--- src/rtl/draw_pkg.sv ---
// rtl/draw_pkg.sv - shared widths and bit positions for the pipelined ball renderer
package draw_pkg;
    localparam int HCW   = 12;
    localparam int VCW   = 11;
    localparam int SQW   = 2 * HCW;
    localparam int DSQ_W = 25;

    localparam int OUT_V = 3;
    localparam int OUT_R = 2;
    localparam int OUT_G = 1;
    localparam int OUT_B = 0;

    function automatic int idx_w(input int n);
        return (n > 1) ? $clog2(n) : 1;
    endfunction
endpackage

--- src/rtl/ball_dist_sq.sv ---
// rtl/ball_dist_sq.sv - stage 1 for one slot: signed deltas, squared and registered
module ball_dist_sq
    import draw_pkg::*;
#(
    parameter int XW = 10,
    parameter int YW = 10,
    parameter int SW = 6
) (
    input  logic              clk,
    input  logic              rst,
    input  logic [HCW-1:0]    hcounter,
    input  logic [VCW-1:0]    vcounter,
    input  logic [XW-1:0]     x,
    input  logic [YW-1:0]     y,
    input  logic [SW-1:0]     size,
    output logic [SQW-1:0]    dx_sq,
    output logic [SQW-1:0]    dy_sq,
    output logic [2*SW-1:0]   r_sq
);
    localparam int DXW = HCW + 1;
    localparam int DYW = VCW + 1;

    logic [DXW-1:0]  dx, dx_mag;
    logic [DYW-1:0]  dy, dy_mag;
    logic [SQW-1:0]  dx_ext, dy_ext;
    logic [2*SW-1:0] r_ext;
    logic [SQW-1:0]  dx_sq_d, dx_sq_q, dy_sq_d, dy_sq_q;
    logic [2*SW-1:0] r_sq_d, r_sq_q;

    // Full-width signed deltas keep balls near the edges from wrapping around.
    always_comb begin
        dx      = {1'b0, hcounter} - {{(DXW-XW){1'b0}}, x};
        dy      = {1'b0, vcounter} - {{(DYW-YW){1'b0}}, y};
        dx_mag  = dx[DXW-1] ? -dx : dx;
        dy_mag  = dy[DYW-1] ? -dy : dy;
        dx_ext  = {{(SQW-DXW){1'b0}}, dx_mag};
        dy_ext  = {{(SQW-DYW){1'b0}}, dy_mag};
        r_ext   = {{SW{1'b0}}, size};
        dx_sq_d = dx_ext * dx_ext;
        dy_sq_d = dy_ext * dy_ext;
        r_sq_d  = r_ext * r_ext;
    end

    always_ff @(posedge clk or posedge rst) begin
        if (rst) begin
            dx_sq_q <= '0;
            dy_sq_q <= '0;
            r_sq_q  <= '0;
        end else begin
            dx_sq_q <= dx_sq_d;
            dy_sq_q <= dy_sq_d;
            r_sq_q  <= r_sq_d;
        end
    end

    assign dx_sq = dx_sq_q;
    assign dy_sq = dy_sq_q;
    assign r_sq  = r_sq_q;
endmodule

--- src/rtl/draw_ball_pipe.sv ---
// rtl/draw_ball_pipe.sv - two-stage multi-ball renderer with per-frame shadow registers
module draw_ball_pipe
    import draw_pkg::*;
#(
    parameter int CNT = 3,
    parameter int XW  = 10,
    parameter int YW  = 10,
    parameter int SW  = 6,
    parameter int LAT = 2
) (
    input  logic                    clk,
    input  logic                    rst,
    input  logic                    frame_start,
    input  logic                    de,
    input  logic [HCW-1:0]          hcounter,
    input  logic [VCW-1:0]          vcounter,
    input  logic [CNT*XW-1:0]       xs,
    input  logic [CNT*YW-1:0]       ys,
    input  logic [CNT*SW-1:0]       sizes,
    input  logic [CNT*3-1:0]        colors,
    input  logic [CNT-1:0]          balls,
    output logic [3:0]              out,
    output logic [idx_w(CNT)-1:0]   hit_idx
);
    localparam int IW = idx_w(CNT);

    logic [CNT*XW-1:0] x_sh_d, x_sh_q;
    logic [CNT*YW-1:0] y_sh_d, y_sh_q;
    logic [CNT*SW-1:0] s_sh_d, s_sh_q;
    logic [CNT*3-1:0]  c_sh_d, c_sh_q;
    logic [CNT-1:0]    a_sh_d, a_sh_q;

    logic              de1_d, de1_q;
    logic [CNT-1:0]    act1_d, act1_q;
    logic [CNT*3-1:0]  col1_d, col1_q;
    logic [3:0]        out_d, out_q;
    logic [IW-1:0]     idx_d, idx_q;

    logic [SQW-1:0]    dx_sq [CNT];
    logic [SQW-1:0]    dy_sq [CNT];
    logic [2*SW-1:0]   r_sq  [CNT];
    logic [DSQ_W-1:0]  dsum  [CNT];
    logic [CNT-1:0]    hit;

    for (genvar g = 0; g < CNT; g++) begin : g_slot
        ball_dist_sq #(.XW(XW), .YW(YW), .SW(SW)) u_dist (
            .clk      (clk),
            .rst      (rst),
            .hcounter (hcounter),
            .vcounter (vcounter),
            .x        (x_sh_q[g*XW +: XW]),
            .y        (y_sh_q[g*YW +: YW]),
            .size     (s_sh_q[g*SW +: SW]),
            .dx_sq    (dx_sq[g]),
            .dy_sq    (dy_sq[g]),
            .r_sq     (r_sq[g])
        );
        assign dsum[g] = {1'b0, dx_sq[g]} + {1'b0, dy_sq[g]};
        assign hit[g]  = act1_q[g] & de1_q &
                         (dsum[g] <= {{(DSQ_W-2*SW){1'b0}}, r_sq[g]});
    end

    // Colour and active bit travel with stage 1 so a mid-pipe frame_start cannot mix frames.
    always_comb begin
        x_sh_d = frame_start ? xs     : x_sh_q;
        y_sh_d = frame_start ? ys     : y_sh_q;
        s_sh_d = frame_start ? sizes  : s_sh_q;
        c_sh_d = frame_start ? colors : c_sh_q;
        a_sh_d = frame_start ? balls  : a_sh_q;
        de1_d  = de;
        act1_d = a_sh_q;
        col1_d = c_sh_q;
        out_d  = '0;
        idx_d  = '0;
        for (int i = CNT - 1; i >= 0; i--) begin
            if (hit[i]) begin
                out_d = {1'b1, col1_q[i*3 +: 3]};
                idx_d = IW'(i);
            end
        end
    end

    always_ff @(posedge clk or posedge rst) begin
        if (rst) begin
            x_sh_q <= '0;
            y_sh_q <= '0;
            s_sh_q <= '0;
            c_sh_q <= '0;
            a_sh_q <= '0;
            de1_q  <= 1'b0;
            act1_q <= '0;
            col1_q <= '0;
            out_q  <= '0;
            idx_q  <= '0;
        end else begin
            x_sh_q <= x_sh_d;
            y_sh_q <= y_sh_d;
            s_sh_q <= s_sh_d;
            c_sh_q <= c_sh_d;
            a_sh_q <= a_sh_d;
            de1_q  <= de1_d;
            act1_q <= act1_d;
            col1_q <= col1_d;
            out_q  <= out_d;
            idx_q  <= idx_d;
        end
    end

    assign out     = out_q;
    assign hit_idx = idx_q;
endmodule
--- config.mk ---
export PLATFORM = sky130hd
export DESIGN_NAME = draw_ball_pipe
export DESIGN_NICKNAME = d
export VERILOG_FILES = /design/src/rtl/draw_pkg.sv /design/src/rtl/ball_dist_sq.sv /design/src/rtl/draw_ball_pipe.sv
export SDC_FILE = /design/constraint.sdc
export NUM_CORES = 2
export LEC_CHECK = 0
export ABC_AREA = 1
export CAP_MARGIN = 20
export CORE_UTILIZATION = 43
export CTS_CLUSTER_SIZE = 12
export DETAILED_ROUTE_END_ITERATION = 8
export GPL_TIMING_DRIVEN = 0
export PLACE_DENSITY_LB_ADDON = 0.05
export SETUP_SLACK_MARGIN = 0.15
export SYNTH_ARGS = -nofsm -noshare
export SYNTH_HDL_FRONTEND = slang
export SYNTH_SLANG_ARGS = --single-unit
--- constraint.sdc ---
create_clock -name clk -period 8.8 [get_ports clk]
set_clock_uncertainty 0.1 [all_clocks]
set_input_delay 1.76 -clock clk [delete_from_list [all_inputs] [get_ports clk]]
set_output_delay 1.76 -clock clk [all_outputs]
set_load 0.1 [all_outputs]
==> metrics <==
post-route DRC violation count 0; area share of the largest cell type after synthesis 0.2611; TritonRoute pass-1 iters 5; WHS 0.2721 ns; Setup Viol. Count Final 0; Pins Over Slew Limit 0; Area Overhead vs Synth 14.77%; Worst R2R Setup Slack 1.64 ns; Cell variety after synth 65; Post-Synthesis Cell Area 0.04262 mm²; Ys Warns 0; post-DR wirelength/cell 14.97 µm; first-pass GRT wire length 166000 µm; top cell type by total area after synthesis fa_1; top post-synthesis cells by area fa_1 (26%), dfrtp_1 (16%), ha_1 (16%); average vias per placed instance 4.776; clock buffer depth 3; Final min period 8.295 ns; CTS Sinks 280; # IOs 123; CP peak stage delay 0.54 ns; EDFF count, synth 0; filler instances 9812; worst-path fanout max 9; RSZ-0062 raised after global routing yes; worst skew pair latency 0.59 ns; Synth Register Bits 280; Total Routing Usage GR 0.2085; most frequent cell after synthesis inv_1; chip height 316.8 µm; CTS buffer count 38; Tcrit/Tclk final 0.9426; largest net degree at the start of global routing 44; Multi-input gate area 0.03174 mm²; Clk pin slew, worst setup/hold paths 0.05 ns; Syn Inst Count 5092; Hold Crit Class reg2reg; routability congestion estimate from global placement 0.8403; Reg2Reg Launch Point y_sh_q[12]$_DFFE_PP0P_; Sequential Area 0.007007 mm²; Routed Antenna Nets 0; Worst Hold End col1_q[6]$_DFF_PP0_; DP Cell Count 6599; DIE WIDTH 316.8 µm; core region area 0.09828 mm²; Hold Startpoint c_sh_q[6]$_DFFE_PP0P_; setup TNS 0 ns; Root Driver clkbuf_16; die area 0.1004 mm²; status finished clean; IO Port Bufs 121; Critical Path Start Type primary input; Avg Cell Area, Syn 8.370 µm²; CTS tree yes; Slew @ Worst Pin 1.095 ns; Initial Utilization 0.4337; WS Path Type in2reg; via count 32155; # Max-Cap Violations 0; global route total overflow 0; Final #Nets 6653; r2r endpoint g_slot[1].u_dist.dy_sq[20]$_DFF_PP0_; fin cells 6733; worst hold path depth 0; Highest Clock Rate 120.6 MHz; vias in the first global route 33378; Final HPWL DP 86100 µm; CP max stage cell clkdlybuf4s50_1; DRT iter0 DRCs 1233; CP Launch Point hcounter[4]; Required @ worst endpoint 9.21 ns; # diodes 0; initial antenna violation count 1; Post-synth top flop dfrtp_1; Final Hold Vio Count 0; register area share after synthesis 0.1644; Slew headroom 0.2697; Arrival @ worst endpoint 8.71 ns; R2R depth 35; Post-synth top cells inv_1 (1255), nand2_1 (726), ha_1 (559), fa_1 (556), nor2_1 (430); endpoint class of the critical path flip-flop; row count 115; share of post-route cells with drive strength above 1 0.09236; ys async rst share 1.000; H-tree levels 2; wirelength, routed 100800 µm
==> metal layers <==
| metal | global-route usage | up-vias | share of wire |
|---|---|---|---|
| met2 | 0.3729 | 304 | 0.51 |
| met4 | 0.05988 | 0 | 0.028 |
| met5 | 0 | - | 0 |
| met1 | 0.2656 | 15623 | 0.44 |
| met3 | 0.02080 | 109 | 0.022 |
| li1 | - | 16119 | - |
==> how the worst max path moves through the flow <==
stage / to / cells after the start / slack [ns]
after floorplan: g_slot[1].u_dist.dx_sq[20]$_DFF_PP0_ / 42 / 0.47
after global placement: g_slot[2].u_dist.dx_sq[23]$_DFF_PP0_ / 34 / -0.96
after detailed placement: g_slot[2].u_dist.dx_sq[23]$_DFF_PP0_ / 34 / -0.91
after CTS: g_slot[1].u_dist.dy_sq[23]$_DFF_PP0_ / 36 / 0.12
after global routing: g_slot[2].u_dist.dy_sq[21]$_DFF_PP0_ / 32 / 0.05
final: g_slot[0].u_dist.dx_sq[20]$_DFF_PP0_ / 33 / 0.50
==> timing repair <==
action	CTS	global route
pin swaps	7	59
resized for setup	102	169
hold buffers	0	0
setup buffers	16	53
setup endpoints to repair	31	50
==> stage by stage <==
stage	worst slack [ns]	util	instance area (µm²)
after floorplan	0.4653	-	42960
after detailed placement	-0.9139	0.4677	45970
after global routing	0.04828	0.4978	48920
after CTS	0.1246	0.4863	47790
final	0.5049	0.4978	48920
after global placement	-0.9645	0.4659	45790
==> sequential cells by signal, indices dropped and copies added (netlist names) <==
name / count
a_sh_q: 3
act1_q: 3
c_sh_q: 9
col1_q: 9
de1_q: 1
g_slot.u_dist.dx_sq: 69
g_slot.u_dist.dy_sq: 69
g_slot.u_dist.r_sq: 33
hit_idx: 2
out: 4
s_sh_q: 18
x_sh_q: 30
y_sh_q: 30
==> layout make-up <==
| type | instances | share of cell area |
|---|---|---|
| plain buffers | 62 | 0.007903 |
| clock buffers | 53 | 0.02225 |
| clock inverters | 12 | 0.004399 |
| inverters | 1295 | 0.1003 |
| multi-input cells | 3545 | 0.6488 |
| flip-flops and latches | 280 | 0.1432 |
| well taps | 1287 | 0.03292 |
| repair buffers | 199 | 0.04016 |
==> layout by cell type, fill, tap and decap left out, drive strengths merged, types with 3 or more instances in the layout <==
| cell | count |
|---|---|
| xnor2 | 84 |
| a21boi | 6 |
| dlymetal6s2s | 12 |
| nand4 | 26 |
| a21oi | 262 |
| or2 | 14 |
| a31oi | 14 |
| nand3b | 13 |
| a21o | 26 |
| inv | 1294 |
| nor2 | 456 |
| a211oi | 9 |
| buf | 105 |
| o21ai | 203 |
| o211ai | 14 |
| fa | 556 |
| clkinv | 5 |
| mux2 | 22 |
| clkdlybuf4s50 | 107 |
| dfrtp | 280 |
| nand2 | 756 |
| nor3 | 40 |
| o21a | 10 |
| a31o | 6 |
| conb | 92 |
| nor3b | 4 |
| bufinv | 5 |
| clkinvlp | 3 |
| o31ai | 6 |
| nand3 | 130 |
| xor2 | 198 |
| nor4 | 4 |
| ha | 559 |
| clkbuf | 89 |
| o21bai | 21 |
==> cells by family after synthesis <==
logic type | synth area share
AOI/OAI and AO/OA | 0.07882
xor gates and xnor gates | 0.06212
adders and majority gates | 0.4252
buffers and inverters | 0.1216
DFF | 0.1644
muxes | 0.005812
other | 0.0001762
and+or+nand+nor | 0.1418
==> worst max-delay path, delay by kind of cell <==
kind	cells	cell delay, ns
XOR/XNOR	2	0.50
AO/OA/AOI/OAI	6	0.95
buffers and inverters	7	1.05
AND/OR/NAND/NOR	11	1.23
adder cells (fa/ha/maj)	7	3.18
Power is left out: the tool's default activity adds up to more than one toggle a clock period on the data nets, which glitch-free logic cannot reach.
